--- src/rtl/mul_scoreboard_if.sv ---
// Signal bundle between the multiplier bench driver (master) and the result checker (slave).
interface mul_scoreboard_if #(
    parameter int unsigned WIDTH = 32,
    parameter int unsigned DEPTH = 4
);
    localparam int unsigned CNT_W = $clog2(DEPTH + 1);

    logic                 start;
    logic [WIDTH-1:0]     multiplicand;
    logic [WIDTH-1:0]     multiplier;
    logic                 is_signed;
    logic [2*WIDTH-1:0]   product;
    logic                 finish;

    logic                 error;
    logic                 error_sticky;
    logic                 overflow;
    logic [CNT_W-1:0]     pending;
    logic [15:0]          pass_cnt;
    logic [15:0]          fail_cnt;

    modport master (
        output start, multiplicand, multiplier, is_signed, product, finish,
        input  error, error_sticky, overflow, pending, pass_cnt, fail_cnt
    );

    modport slave (
        input  start, multiplicand, multiplier, is_signed, product, finish,
        output error, error_sticky, overflow, pending, pass_cnt, fail_cnt
    );
endinterface

--- src/rtl/mul_scoreboard.sv ---
// Multiplier result checker: queues issued operand pairs and checks each DUT product in order.
// Optional head-of-queue latency watchdog enabled by defining MUL_SCOREBOARD_TIMEOUT_EN.
module mul_scoreboard #(
    parameter int unsigned WIDTH   = 32,
    parameter int unsigned DEPTH   = 4,
    parameter int unsigned TIMEOUT = 64
) (
    input  logic            clk,
    input  logic            rstn,
    mul_scoreboard_if.slave sb
);
    localparam int unsigned PW    = 2 * WIDTH;
    localparam int unsigned PTR_W = $clog2(DEPTH);
    localparam int unsigned CNT_W = $clog2(DEPTH + 1);

    if (DEPTH < 2 || (DEPTH & (DEPTH - 1)) != 0 || TIMEOUT < 1) begin : g_param_check
        $error("mul_scoreboard: DEPTH must be a power of two >= 2 and TIMEOUT >= 1");
    end

    typedef struct packed {
        logic [WIDTH-1:0] a;
        logic [WIDTH-1:0] b;
        logic             sgn;
    } entry_t;

    entry_t           mem [DEPTH];
    logic [PTR_W-1:0] rd_ptr;
    logic [PTR_W-1:0] wr_ptr;
    logic [CNT_W-1:0] count;

    entry_t           head_c;
    logic [PW-1:0]    a_ext_c;
    logic [PW-1:0]    b_ext_c;
    logic [PW-1:0]    golden_c;

    logic             empty_c;
    logic             full_c;
    logic             check_c;
    logic             spurious_c;
    logic             timeout_c;
    logic             pop_c;
    logic             push_c;
    logic             drop_c;
    logic             mismatch_c;
    logic             pass_ev_c;
    logic             fail_ev_c;

    // Golden product from the queue head; extension width makes the signed case fall out naturally
    assign head_c   = mem[rd_ptr];
    assign a_ext_c  = head_c.sgn ? {{WIDTH{head_c.a[WIDTH-1]}}, head_c.a}
                                 : {{WIDTH{1'b0}}, head_c.a};
    assign b_ext_c  = head_c.sgn ? {{WIDTH{head_c.b[WIDTH-1]}}, head_c.b}
                                 : {{WIDTH{1'b0}}, head_c.b};
    assign golden_c = a_ext_c * b_ext_c;

    assign empty_c    = (count == '0);
    assign full_c     = (count == CNT_W'(DEPTH));
    assign check_c    = sb.finish && !empty_c;
    assign spurious_c = sb.finish && empty_c;
    assign pop_c      = check_c || timeout_c;
    // A pop in the same cycle frees a slot, so a start on a full queue is still accepted
    assign push_c     = sb.start && (!full_c || pop_c);
    assign drop_c     = sb.start && full_c && !pop_c;
    assign mismatch_c = check_c && (sb.product != golden_c);
    assign pass_ev_c  = check_c && !mismatch_c;
    assign fail_ev_c  = mismatch_c || spurious_c || timeout_c;

`ifdef MUL_SCOREBOARD_TIMEOUT_EN
    localparam int unsigned AGE_W = $clog2(TIMEOUT + 1);

    logic [AGE_W-1:0] age;

    // A finish in the same cycle always beats the watchdog
    assign timeout_c = !sb.finish && !empty_c && (age == AGE_W'(TIMEOUT - 1));

    // Age of the current head entry; restarts for every new head
    always_ff @(posedge clk or negedge rstn) begin
        if (!rstn) begin
            age <= '0;
        end else if (pop_c || empty_c) begin
            age <= '0;
        end else begin
            age <= age + AGE_W'(1);
        end
    end
`else
    assign timeout_c = 1'b0;
`endif

    // Entry storage needs no reset: only slots between rd_ptr and wr_ptr are ever read
    always_ff @(posedge clk) begin
        if (push_c) begin
            mem[wr_ptr] <= '{a: sb.multiplicand, b: sb.multiplier, sgn: sb.is_signed};
        end
    end

    // Queue pointers and occupancy
    always_ff @(posedge clk or negedge rstn) begin
        if (!rstn) begin
            rd_ptr <= '0;
            wr_ptr <= '0;
            count  <= '0;
        end else begin
            if (pop_c) begin
                rd_ptr <= rd_ptr + PTR_W'(1);
            end
            if (push_c) begin
                wr_ptr <= wr_ptr + PTR_W'(1);
            end
            case ({push_c, pop_c})
                2'b10:   count <= count + CNT_W'(1);
                2'b01:   count <= count - CNT_W'(1);
                default: count <= count;
            endcase
        end
    end

    assign sb.pending = count;

    // Check results, sticky flags and saturating counters
    always_ff @(posedge clk or negedge rstn) begin
        if (!rstn) begin
            sb.error        <= 1'b0;
            sb.error_sticky <= 1'b0;
            sb.overflow     <= 1'b0;
            sb.pass_cnt     <= '0;
            sb.fail_cnt     <= '0;
        end else begin
            if (pass_ev_c) begin
                sb.error <= 1'b0;
                if (sb.pass_cnt != 16'hFFFF) begin
                    sb.pass_cnt <= sb.pass_cnt + 16'd1;
                end
            end else if (fail_ev_c) begin
                sb.error <= 1'b1;
                if (sb.fail_cnt != 16'hFFFF) begin
                    sb.fail_cnt <= sb.fail_cnt + 16'd1;
                end
            end
            if (fail_ev_c || drop_c) begin
                sb.error_sticky <= 1'b1;
            end
            if (drop_c) begin
                sb.overflow <= 1'b1;
            end
        end
    end
endmodule

--- src/flat_wrapper.sv ---
// flat-port wrapper written by rule: the top's interface ports become plain ports
module mul_scoreboard_flat 
#(
    parameter int unsigned WIDTH   = 32,
    parameter int unsigned DEPTH   = 4,
    parameter int unsigned TIMEOUT = 64
)
  (clk, rstn, sb_start, sb_multiplicand, sb_multiplier, sb_is_signed, sb_product, sb_finish, sb_error, sb_error_sticky, sb_overflow, sb_pending, sb_pass_cnt, sb_fail_cnt);
  mul_scoreboard_if #(.WIDTH(WIDTH), .DEPTH(DEPTH)) sb_i ();
  input  logic clk;
  input  logic rstn;
  input wire logic [$bits(sb_i.start)-1:0] sb_start;
  input wire logic [$bits(sb_i.multiplicand)-1:0] sb_multiplicand;
  input wire logic [$bits(sb_i.multiplier)-1:0] sb_multiplier;
  input wire logic [$bits(sb_i.is_signed)-1:0] sb_is_signed;
  input wire logic [$bits(sb_i.product)-1:0] sb_product;
  input wire logic [$bits(sb_i.finish)-1:0] sb_finish;
  output wire logic [$bits(sb_i.error)-1:0] sb_error;
  output wire logic [$bits(sb_i.error_sticky)-1:0] sb_error_sticky;
  output wire logic [$bits(sb_i.overflow)-1:0] sb_overflow;
  output wire logic [$bits(sb_i.pending)-1:0] sb_pending;
  output wire logic [$bits(sb_i.pass_cnt)-1:0] sb_pass_cnt;
  output wire logic [$bits(sb_i.fail_cnt)-1:0] sb_fail_cnt;
  assign sb_i.start = sb_start;
  assign sb_i.multiplicand = sb_multiplicand;
  assign sb_i.multiplier = sb_multiplier;
  assign sb_i.is_signed = sb_is_signed;
  assign sb_i.product = sb_product;
  assign sb_i.finish = sb_finish;
  assign sb_error = sb_i.error;
  assign sb_error_sticky = sb_i.error_sticky;
  assign sb_overflow = sb_i.overflow;
  assign sb_pending = sb_i.pending;
  assign sb_pass_cnt = sb_i.pass_cnt;
  assign sb_fail_cnt = sb_i.fail_cnt;
  mul_scoreboard #(.WIDTH(WIDTH), .DEPTH(DEPTH), .TIMEOUT(TIMEOUT)) u_core (.clk(clk), .rstn(rstn), .sb(sb_i));
endmodule
--- config.mk ---
export PLATFORM = sky130hd
export DESIGN_NAME = mul_scoreboard_flat
export DESIGN_NICKNAME = d
export VERILOG_FILES = /design/src/rtl/mul_scoreboard_if.sv /design/src/rtl/mul_scoreboard.sv /design/src/flat_wrapper.sv
export SDC_FILE = /design/constraint.sdc
export NUM_CORES = 2
export LEC_CHECK = 0
export ABC_AREA = 1
export BUFFER_PORTS_ARGS = -buffer_cell sky130_fd_sc_hd__buf_2
export CORE_ASPECT_RATIO = 0.9
export CORE_UTILIZATION = 67
export DETAILED_ROUTE_END_ITERATION = 12
export PLACE_DENSITY = 0.85
export SYNTH_ARGS = -nofsm -noshare
export SYNTH_HDL_FRONTEND = slang
export SYNTH_SLANG_ARGS = --single-unit
--- constraint.sdc ---
create_clock -name clk -period 25.6 [get_ports clk]
set_input_delay 1.28 -clock clk [delete_from_list [all_inputs] [get_ports clk]]
set_output_delay 1.28 -clock clk [all_outputs]
set_load 0.01 [all_outputs]
==> impl_metrics.yaml <==
outcome:
  status: "complete, no violations"
detailed_routing:
  vias: 44900
  drc: 0
  wl_per_cell_um: 26.41
  ant_nets: 0
  drt-initial-drc-count: 5331
  dr.pass1.iters: 9
  drt_wl_total_um: 190600
  vias_per_cell: 6.224
clock_tree:
  clock-root-buffer: "clkbuf_16"
  clk_pin_slew_ns: 0.07
  clockBufferDepth: 3
  numCtsBuffers: 24
  insertion_delay_ns: 0.56
  cts_setup_buffers: 0
  ctsResizeCount: 0
  cts_num_sinks: 302
  cts_max_level: 1
  tritoncts: "yes"
  cts_hold_buf: 0
run:
  drv_cap: 0
layout:
  multiInputGateArea_um2: 44400
  register_area_um2: 8862
  nets: 7916
  mostFrequentLayoutCells: "1430 x fa_1, 1195 x nand2_1, 1154 x inv_1, 657 x nor2_1, 310 x ha_1"
  final_common_cell: "fa_1"
  fillers: 6161
  final_layout_size_suffix_gt1_share_pct: 6.352
  syn_to_final_growth_pct: 5.431
logic_synthesis:
  seq_area_frac_synth_pct: 15.20
  synthArstFlopShare_pct: 13.91
  synth_area_um2: 58260
  synth_seq_cells: 302
  synth_cell_type_count: 54
  synth_top_flop_cell: "edfxtp_1"
  synthCells: 5989
  synth_edf_count: 260
  synthesis.nets: 7862
  yosysWarnings: 0
  syn_avg_cell_area_um2: 9.728
setup_path:
  r2r-start: "u_core.rd_ptr[0]"
  crit_top_cell: "inv_1"
  critPathLaunch: "u_core.rd_ptr[0]"
  slowest_delay_ns: 1.17
  worst-setup-path-type: "flop to flop"
  cp_top_family: "simple AND/OR/NAND/NOR gates"
  worstPathRequired_ns: 26.03
  cp-end-kind: "flop"
  cp_slowest_cell: "nor2_1"
  crit_fanout: 96
  cp_data_arrival_time_ns: 14.99
  start_kind: "flop"
  worst-path-buf-inv: 12
worst_hold_path:
  hold_start: "u_core.sb.overflow"
  hold_path.class: "flop to flop"
place:
  port_buffers: 170
  dp_hpwl_um: 152000
  place.gp.congestion: 1.101
timing:
  fin_crit_sh_pct: 56.85
  timing_worst_slew_pin_value_ns: 1.274
  final.setup_skew_ns: 0.03214
  period_needed_ns: 14.55
  finalSetupTns_ns: 0
  hold_viol: 0
  slew_viol_final: 0
  timing.fmax_mhz: 68.72
  setup_viol: 0
  relSlewSlack_pct: 14.78
  rsz0062_at_grt: "no"
global_route:
  grt_overflow: 0
  grtUsageMet3_pct: 20.90
  grt_pass1_wl_um: 290900
  grt_pass1_vias: 48670
  antenna_found_initial: 7
  top_usage_layer: "met2"
  grt_use_total_pct: 45.32
  grt.met1_usage_pct: 56.12
  grt_max_degree: 97
  use_met2_pct: 67.32
floorplanning:
  std_cell_rows: 102
  core_um2: 86020
  die_area_um2: 88140
  chipWidth_um: 312.8
  die_h_um: 281.8
  num_io_pins: 171
  start_util_pct: 67.73
## state kept, by name, indices dropped and copies added, names as in the netlist
signal and flops:
u_core.rd_ptr 2, u_core.sb.pass_cnt 16, u_core.sb.error_sticky 1, u_core.sb.overflow 1
u_core.wr_ptr 2, u_core.sb.fail_cnt 16, u_core.sb.error 1, u_core.sb.pending 3
u_core.mem 260
## worst reg2reg max path, delay by kind of cell (launching register included)
family,cells,cell delay (ns)
flops,1,0.73
fa+ha+maj,11,4.68
buf+inv,12,2.76
simple gates,23,6.06
xor+xnor,1,0.22
## path summary, 6_finish.rpt
path                                          end  slack [ns]  cells after the start
min in group asynchronous  u_core.sb.fail_cnt[13]        0.89                      1
hold / removal                 u_core.sb.overflow        0.47                      2
hold reg to reg                u_core.sb.overflow        0.47                      2
setup / recovery            u_core.sb.pass_cnt[7]       11.05                     47
max in group asynchronous        u_core.rd_ptr[0]       24.02                      1
setup reg to reg            u_core.sb.pass_cnt[7]       11.05                     47
## logic make-up (layout without fill, tap and decap cells)
family          Yosys count  after routing  synth area share, %
fa+ha+maj              1740           1740                55.79
xor+xnor                158            158                2.478
other cells               0             10                    0
compound gates          325            325                3.367
flops                   302            302                15.20
buf+inv                1408           1480                9.168
simple gates           2056           2056                13.99
## per-layer routing
metal | share of wire, % | vias up
met3 | 17 | 890
met2 | 43 | 3553
met5 | 0.17 | -
met4 | 6.5 | 12
met1 | 33 | 22400
li1 | - | 18050
## cell type report
cell class                      count  area share [%]
Timing Repair Buffer              258           2.461
Tap cell                         1144           2.330
Sequential cell                   302           14.43
Antenna cell                       10         0.04074
Multi-Input combinational cell   4279           72.29
Clock buffer                       28           1.018
Clock inverter                     16          0.2241
Inverter                         1178           7.211
## stage by stage
stage	setup WS [ns]	util (%)	hold slack, ns	cells	instance area (um2)
2_1_floorplan	15.57	-	0.4991	5989	58260
5_1_grt	10.76	71.40	0.4858	7211	61420
4_1_cts	11.76	71.38	0.4720	7205	61400
6_report	11.05	71.41	0.4679	7215	61430
3_5_place_dp	11.84	70.50	0.4526	7161	60640
3_3_place_gp	11.94	70.50	0.4435	7161	60640
## Yosys cell counts, drive strengths merged (61+ instances only)
master / number / area (um2)
clkbuf: 178 / 668.1
fa: 1430 / 28630
ha: 310 / 3879
inv: 1163 / 4370
xor2: 93 / 814.5
edfxtp: 260 / 7807
nand3: 86 / 470.4
nor2: 666 / 2522
xnor2: 61 / 534.3
nand2: 1203 / 4536
o21ai: 77 / 392.9
a21oi: 150 / 762.0
Power is not shown: default switching activity piles up to over one toggle a cycle in this logic, so the estimate is an artifact.
